**src/rtl/systolic_pe.sv**
```systemverilog
// Weight-stationary MAC cell: double-buffered weight (shadow/active), one-cycle
// registered multiply-accumulate with optional saturation and sticky overflow.
module systolic_pe #(
   parameter int DATA_W   = 8,
   parameter int ACC_W    = 24,
   parameter int SIGNED   = 1,
   parameter int SATURATE = 1
) (
   input  logic              clk,
   input  logic              reset,
   input  logic              valid_in,
   input  logic [DATA_W-1:0] a_in,
   input  logic [ACC_W-1:0]  acc_in,
   input  logic [DATA_W-1:0] w_in,
   input  logic              load_weight,
   input  logic              swap_weight,
   input  logic              clear_ovf,
   output logic              valid_out,
   output logic [DATA_W-1:0] a_out,
   output logic [ACC_W-1:0]  acc_out,
   output logic [DATA_W-1:0] w_out,
   output logic              ovf
);

   localparam bit P_SIGNED = (SIGNED != 0);
   localparam bit P_SAT    = (SATURATE != 0);

   logic              r_valid;
   logic [DATA_W-1:0] r_a;
   logic [ACC_W-1:0]  r_acc;
   logic [DATA_W-1:0] r_shadow;
   logic [DATA_W-1:0] r_active;
   logic              r_ovf;

   logic              w_a_fill;
   logic              w_wt_fill;
   logic              w_acc_fill;
   logic [ACC_W:0]    w_a_x;
   logic [ACC_W:0]    w_wt_x;
   logic [ACC_W:0]    w_acc_x;
   logic [ACC_W:0]    w_prod_x;
   logic [ACC_W:0]    w_sum;
   logic              w_ovf;
   logic [ACC_W-1:0]  w_sat;
   logic [ACC_W-1:0]  w_result;

   // The true product fits in 2*DATA_W <= ACC_W bits, so multiplying the
   // pre-extended operands modulo 2^(ACC_W+1) yields the extended product.
   assign w_a_fill   = P_SIGNED & a_in[DATA_W-1];
   assign w_wt_fill  = P_SIGNED & r_active[DATA_W-1];
   assign w_acc_fill = P_SIGNED & acc_in[ACC_W-1];
   assign w_a_x      = {{(ACC_W+1-DATA_W){w_a_fill}}, a_in};
   assign w_wt_x     = {{(ACC_W+1-DATA_W){w_wt_fill}}, r_active};
   assign w_acc_x    = {w_acc_fill, acc_in};
   assign w_prod_x   = w_a_x * w_wt_x;
   assign w_sum      = w_acc_x + w_prod_x;

   assign w_ovf = P_SIGNED ? (w_sum[ACC_W] ^ w_sum[ACC_W-1]) : w_sum[ACC_W];

   // Signed overflow direction is given by the true sign bit w_sum[ACC_W].
   assign w_sat = !P_SIGNED     ? {ACC_W{1'b1}} :
                  w_sum[ACC_W]  ? {1'b1, {(ACC_W-1){1'b0}}} :
                                  {1'b0, {(ACC_W-1){1'b1}}};

   assign w_result = (w_ovf && P_SAT) ? w_sat : w_sum[ACC_W-1:0];

   always_ff @(posedge clk) begin
      if (reset) begin
         r_valid  <= 1'b0;
         r_a      <= '0;
         r_acc    <= '0;
         r_shadow <= '0;
         r_active <= '0;
         r_ovf    <= 1'b0;
      end else begin
         r_valid <= valid_in;
         if (valid_in) begin
            r_a   <= a_in;
            r_acc <= w_result;
         end
         if (load_weight) r_shadow <= w_in;
         if (swap_weight) r_active <= r_shadow;
         if (valid_in && w_ovf) r_ovf <= 1'b1;
         else if (clear_ovf)    r_ovf <= 1'b0;
      end
   end

   assign valid_out = r_valid;
   assign a_out     = r_a;
   assign acc_out   = r_acc;
   assign w_out     = r_shadow;
   assign ovf       = r_ovf;

endmodule

```
**config.mk**
```make
export PLATFORM = sky130hd
export DESIGN_NAME = systolic_pe
export DESIGN_NICKNAME = d
export VERILOG_FILES = /design/src/rtl/systolic_pe.sv
export SDC_FILE = /design/constraint.sdc
export NUM_CORES = 1
export LEC_CHECK = 0
export CORE_MARGIN = 2
export CORE_UTILIZATION = 57
export DETAILED_ROUTE_END_ITERATION = 7
export PLACE_DENSITY_LB_ADDON = 0.12
export SETUP_SLACK_MARGIN = 0.4
export SYNTH_ARGS = -nofsm -noshare
export SYNTH_HDL_FRONTEND = slang
export SYNTH_SLANG_ARGS = --single-unit
```
**constraint.sdc**
```tcl
create_clock -name clk -period 7.7 [get_ports clk]
set_input_delay 1.54 -clock clk [delete_from_list [all_inputs] [get_ports clk]]
set_output_delay 1.54 -clock clk [all_outputs]
set_load 0.1 [all_outputs]
```
==> results.md, run 1 <==
- Number of synthesized flops with an enable pin: 0
- Nets: ~950
- Fin. Hold Viols: 0
- Final WS setup: about 0.7 ns
- Critical-path cell list: clkdlybuf4s50_1 > nand2_1 > fa_1 > inv_1 > fa_1 > ha_1 > inv_1 > fa_1 > inv_1 > ha_1 > ha_1 > fa_1 > a21oi_1 > o211ai_2 > o211ai_2 > a21oi_2 > o31ai_4 > xnor2_2 > buf_4 > maj3_1 > a211oi_1
- Routed Antenna Nets: 0
- Initial antenna violation count: 0
- Share of layout cells above drive strength 1: 0.0842
- Layout area overhead: 16.9%
- Final Critical Period: roughly 7 ns
- Slowest cell on the critical path: clkdlybuf4s50_1
- Wire per inst: approximately 15 um
- Hold_buf cts: 0
- # setup viols final: 0
- DRT iter0 DRCs: between 100 and 150
- Critical path arrival: 7.19 ns
- Setup Buffers After CTS: 0
- Vias per std cell: 5.27
- Hpwl dp: ~11000 um
- Critical Path Sink Type: register
- P_int: 765 uW
- Setup repair after global routing missed its margin: no
- CP Launch Type: input pin
- Synthesized area: 6550 sq um
- CTS HTree Levels: 2
- Clock buffer depth: 2
- Pwr dens: between 150 and 200 nW/um^2
- Crit share post-route: 0.907
- Clock Root Buffer: clkbuf_16
- Sequential share of power: 0.212
- Via Count: ~4600
- DRC: 0
- Vias in the first global route: between 4000 and 5000
- DIE AREA: between 10000 and 15000 sq um
- Status: complete, no violations
- WP data required: slightly below 8 ns
- Syn Area/Cell: 9.88 sq um
- Delay-heaviest family, CP: adder cells
- Peak supply drop: about 0.18 mV
- Switch Pwr: between 700 and 800 uW
- Port Buf Inserts: between 80 and 90
- Library cells used by synthesis: 53
- Max_slew headroom: 0.290
- Placer Congestion: roughly 0.86
- DP Area: between 7000 and 8000 sq um
- Async S/R FF share, synth: 0
- Num CTS Buffers: 5
- Crit path max fanout: 26
- WL final: 13000 um
- Setup TNS: 0 ns
- FF+latch count, synth: 50
- Ant. Diodes: 0
- Fmax: roughly 0.14 GHz
- Worst path buffer plus inverter count: 5
- Top FF cell, synth: dfxtp_1
- Largest net degree at the start of global routing: 57
- Clock power frac: 0.147
- Max incr delay on CP: 0.66 ns
- Mapped Cells: roughly 660
- Die Width: between 100 and 150 um
- Hold Crit Class: reg -> reg
- Switching Fraction: 0.487
- Logic gate share of total power: 0.641
- Clk slew on worst S/H paths: approximately 0.070 ns
- Number of max-cap violations: 0
- Dpl ws: just under 0.05 ns
- Overflow after GRT: 0
- Register area share after synthesis: 0.153
- Worst Tran Pin Value: 1.07 ns
- Syn Nets: a little under 900
- Clock Sink Count: 50
- Starting density of the core: 0.579
- Crit-path most repeated cell: fa_1
- Fin. max-slew vios: 0
- Core area: ~11000 sq um
- Crit path kind: in -> reg
- Worst Skew: about 0.011 ns
- Total track usage: 0.227
- Core Util, Final: 0.677
- DRT Pass-1 Iters: 4
- Num ports: between 80 and 90
- Cell leakage power: about 0.0037 uW
- Yosys warning count: 0
- First-pass GRT wire length: around 23000 um
- Clk Latency, worst-skew pair: approximately 0.3 ns
- Die Y: around 110 um
- Post-route cell area: between 7000 and 8000 sq um
- Row count: 39
- CTS tree: yes
## logic make-up (layout without fill, tap and decap cells)
family	count (synthesis)	in the layout	share of synthesized area
compound gates	79	79	0.104
xor+xnor	23	23	0.0330
fa+ha+maj	186	186	0.474
buf+inv	143	216	0.0852
flops	50	50	0.153
mux	27	27	0.0414
simple gates	155	155	0.110
## per-stage QoR
stage                     std cells  total power [uW]  hold WS, ns
after global placement          872              1260        0.459
after CTS                       879              1510        0.490
after detailed placement        872              1290        0.464
after floorplan                 663              1080        0.544
after global routing            879              1600        0.518
final                           879              1490        0.486
## metal layers
metal	wire length [um]	global-route usage	share of wire
met1	5540	0.295	0.43
met2	6840	0.406	0.53
met3	307	0.0252	0.024
met4	287	0.0617	0.022
met5	0	0	0
## cell type report
class / instances / area, sq um
Clock buffer: 5 / 125
Clock inverter: 2 / 13.8
Fill cell: 926 / 3660
Inverter: 116 / 435
Multi-Input combinational cell: 470 / 4990
Sequential cell: 50 / 1000
Tap cell: 143 / 179
Timing Repair Buffer: 93 / 913
## cells in the mapped netlist, drive strengths merged, types with 2 or more instances
library cell / n / area, sq um
inv: 116 / 435
fa: 108 / 2160
ha: 56 / 701
nor2: 55 / 206
dfxtp: 50 / 1000
nand2: 37 / 139
and2: 33 / 206
a211oi: 27 / 293
mux2i: 26 / 260
maj3: 22 / 240
clkbuf: 20 / 75.1
xnor2: 18 / 165
a21oi: 14 / 85.1
o21ai: 10 / 53.8
nor3: 9 / 45.0
nor2b: 8 / 50.1
buf: 7 / 47.6
nand3: 5 / 25.0
xor2: 5 / 51.3
o21bai: 4 / 30.0
a21o: 3 / 23.8
a31oi: 3 / 18.8
o211ai: 3 / 32.5
or3: 3 / 18.8
a211o: 2 / 17.5
a41o: 2 / 20.0
nand2b: 2 / 12.5
nand4: 2 / 12.5
o21a: 2 / 15.0
o31ai: 2 / 28.8
## repair_timing
action                                  CTS  global route
endpoints found under the hold margin     0             0
gates resized for setup                   1             3
endpoints found under the setup margin    2            25
## registers in the layout, indices dropped and copies added (netlist names)
| register | count |
|---|---|
| acc_out | 24 |
| valid_out | 1 |
| r_active | 8 |
| ovf | 1 |
| w_out | 8 |
| a_out | 8 |
## placed cells by master, fill, tap and decap left out, types with 16 or more instances in the layout
| cell type | instances |
|---|---|
| inv_1 | 115 |
| fa_1 | 108 |
| clkdlybuf4s50_1 | 82 |
| ha_1 | 56 |
| nor2_1 | 55 |
| dfxtp_1 | 50 |
| nand2_1 | 37 |
| and2_1 | 33 |
| mux2i_1 | 26 |
| a211oi_2 | 18 |
| xnor2_1 | 17 |
| maj3_2 | 16 |
## power groups by stage
stage / clock [uW] / sequential (uW) / combinational [uW]
after floorplan: 0 / 548 / 535
after global placement: 0 / 321 / 943
after detailed placement: 0 / 322 / 964
after CTS: 225 / 316 / 968
after global routing: 234 / 319 / 1040
final: 219 / 316 / 954
## final timing paths
kind	startpoint	end	slack [ns]	cells past startpoint
hold / removal	ovf	ovf	0.49	1
setup / recovery	a_in[3]	acc_out[0]	0.71	21
setup reg to reg	r_active[2]	acc_out[0]	1.79	18
hold reg to reg	ovf	ovf	0.49	1
Note: power is estimated with default switching activity, not from simulation.
==> run 2: changes to the inputs <==
CTS_CLUSTER_SIZE = 28   (was unset)
==> results of run 2 <==
Same layout as run 1: the final DEF is identical, and so are final timing and power.
==> run 3: changes to the inputs <==
GPL_TIMING_DRIVEN = 0   (was unset)
==> run 3 against run 2 <==
Net effect:
- routed wire length is 2.9% higher
- sequential power hardly changed
- cell area is 0.41% higher
- hold slack worse by 0.0027 ns
- setup slack worse by 0.064 ns
- die area stayed put
- clock power hardly changed
- global-route usage is 0.088 points higher
- critical path depth is 2 lower
- first-iteration DRC count is 17% higher
- sequential cell count stayed put
==> results.md, run 3 (same netlist as run 1, synthesis figures left out) <==
- Status: complete, no violations
- Overflow after GRT: 0 (unchanged)
- Port Buf Inserts: 81 (-6.9%)
- Die Y: 111 um (unchanged)
- Nets: 961 (+1.6%)
- First-pass GRT wire length: 23300 um (about the same)
- Most common cell after layout, fill and taps aside: inv_1
- Hold_buf cts: 0 (unchanged)
- Largest net degree at the start of global routing: 18 (-68%)
- Hold Crit Class: reg -> reg
- Total power: 1510 uW (+1.3%)
- Fmax: 0.142 GHz (-0.90%)
- DIE AREA: 12400 sq um (unchanged)
- Dpl cells: 887 (+1.7%)
- Placer Congestion: 0.853 (-0.66%)
- Fillers: 901 (-2.7%)
- DRT Pass-1 Iters: 4 (unchanged)
- Row count: 39 (unchanged)
- CP Launch Type: input pin
- Clk slew on worst S/H paths: 0.07 ns (about the same)
- Critical Path Sink Type: register
- Vias in the first global route: 5061 (+3.2%)
- Cell leakage power: 0.00365 uW (-0.33%)
- Vias per std cell: 5.35 (+1.4%)
- Core Util, Final: 0.679 (+0.00276)
- Max_slew headroom: 0.335 (+0.0448)
- Via Count: 4784 (+3.2%)
- Clock Sink Count: 50 (unchanged)
- Final WS setup: 0.651 ns (-0.0637 ns)
- Clk Latency, worst-skew pair: 0.30 ns (about the same)
- Setup repair after global routing missed its margin: no
- Clock buffer depth: 2 (unchanged)
- Peak supply drop: 0.189 mV (+6.3%)
- Total track usage: 0.228 (+0.000875)
- Layout area overhead: 17.4%
- Worst Tran Pin Value: 0.995 ns (-0.0702 ns)
- Crit path max fanout: 10 (-62%)
- Ant. Diodes: 0 (unchanged)
- Worst Skew: 0.00824 ns (-0.00229 ns)
- Num ports: 88 (unchanged)
- CTS tree: yes
- Crit path kind: in -> reg
- Wire per inst: 14.9 um (+1.1%)
- Pwr dens: 196 nW/um^2 (+0.92%)
- Resized cells post-CTS: 3 (+2)
- # setup viols final: 0 (unchanged)
- Number of max-cap violations: 0 (unchanged)
- Routed Antenna Nets: 0 (unchanged)
- Fin. Hold Viols: 0 (unchanged)
- Critical path arrival: 7.21 ns (+0.02 ns)
- Hpwl dp: 11300 um (+4.1%)
- Share of layout cells above drive strength 1: 0.0811 (-0.00312)
- Die Width: 111 um (unchanged)
- WL final: 13400 um (+2.9%)
- Hold WS: 0.484 ns (-0.00266 ns)
- WP data required: 7.86 ns (-0.05 ns)
- Final Non-Filler Cells: 895 (+1.8%)
- DRT iter0 DRCs: 169 (+17%)
- Final Critical Period: 7.05 ns (+0.0637 ns)
- Dpl ws: -0.326 ns (-0.375 ns)
- Setup Buffers After CTS: 0 (unchanged)
- Most frequent cells in the layout: 116 x inv_1, 108 x fa_1, 80 x clkdlybuf4s50_1, 56 x ha_1, 55 x nor2_1
- Clock Root Buffer: clkbuf_16
- CTS HTree Levels: 2 (unchanged)
- Max reg flops: 24 (unchanged)
- Initial antenna violation count: 0 (unchanged)
- Num CTS Buffers: 5 (unchanged)
- Core area: 11300 sq um (unchanged)
- Fin. max-slew vios: 0 (unchanged)
- Crit share post-route: 0.915 (+0.00828)
- DRC: 0 (unchanged)
- Starting density of the core: 0.579 (unchanged)
[run 3: changes by cell type in the layout (fill, tap and decap cells not counted), sizes merged]
| cell | delta |
|---|---|
| clkbuf | +21 |
| clkdlybuf4s50 | -2 |
| dlymetal6s2s | -2 |
| buf | -1 |
| clkinv | +1 |
| inv | -1 |
[run 3: cell type report]
class / count / area [sq um] / area share
plain buffers: 27 / 124 / 0.0161
clock buffers: 6 / 129 / 0.0168
clock inverters: 2 / 13.8 / 0.00179
inverters: 116 / 435 / 0.0566
multi-input cells: 470 / 5000 / 0.650
flip-flops and latches: 50 / 1000 / 0.130
well taps: 143 / 179 / 0.0233
repair buffers: 81 / 813 / 0.106
[run 3: final timing paths]
check	start	endpoint	slack [ns]	cells past startpoint
worst min-delay path	ovf	ovf	0.48	1
worst max register to register	r_active[0]	acc_out[15]	1.47	19
worst min register to register	ovf	ovf	0.48	1
worst max-delay path	a_in[3]	acc_out[15]	0.65	19
[run 3: routing by layer]
layer,track usage,part of all wire,vias up
met5,0,0,-
met4,0.0691,0.017,0
met1,0.297,0.43,2393
li1,-,-,2291
met2,0.398,0.52,85
met3,0.0317,0.031,15
[run 3: worst max-delay path, stage by stage]
cell,delay [ns]
clkdlybuf4s50_1,0.60
and2_1,0.26
fa_1,0.43
fa_1,0.49
inv_1,0.06
fa_1,0.51
fa_1,0.55
inv_1,0.04
ha_1,0.28
ha_1,0.34
o21ai_0,0.27
o211ai_1,0.16
a21oi_1,0.25
o21ai_2,0.12
a211oi_2,0.30
xor2_2,0.36
buf_2,0.32
maj3_2,0.25
a211oi_2,0.06
[run 3: stage by stage]
step	instance area (sq um)	setup TNS (ns)
final	7690	0
after global routing	7690	0
after CTS	7690	0
after detailed placement	7540	-6.37
after global placement	7540	-4.48
after floorplan	6550	0
[run 3: power by group]
| group | switching [uW] | internal (uW) |
|---|---|---|
| Sequential | 20.6 | 293 |
| Clock | 98.9 | 121 |
| Combinational | 617 | 359 |
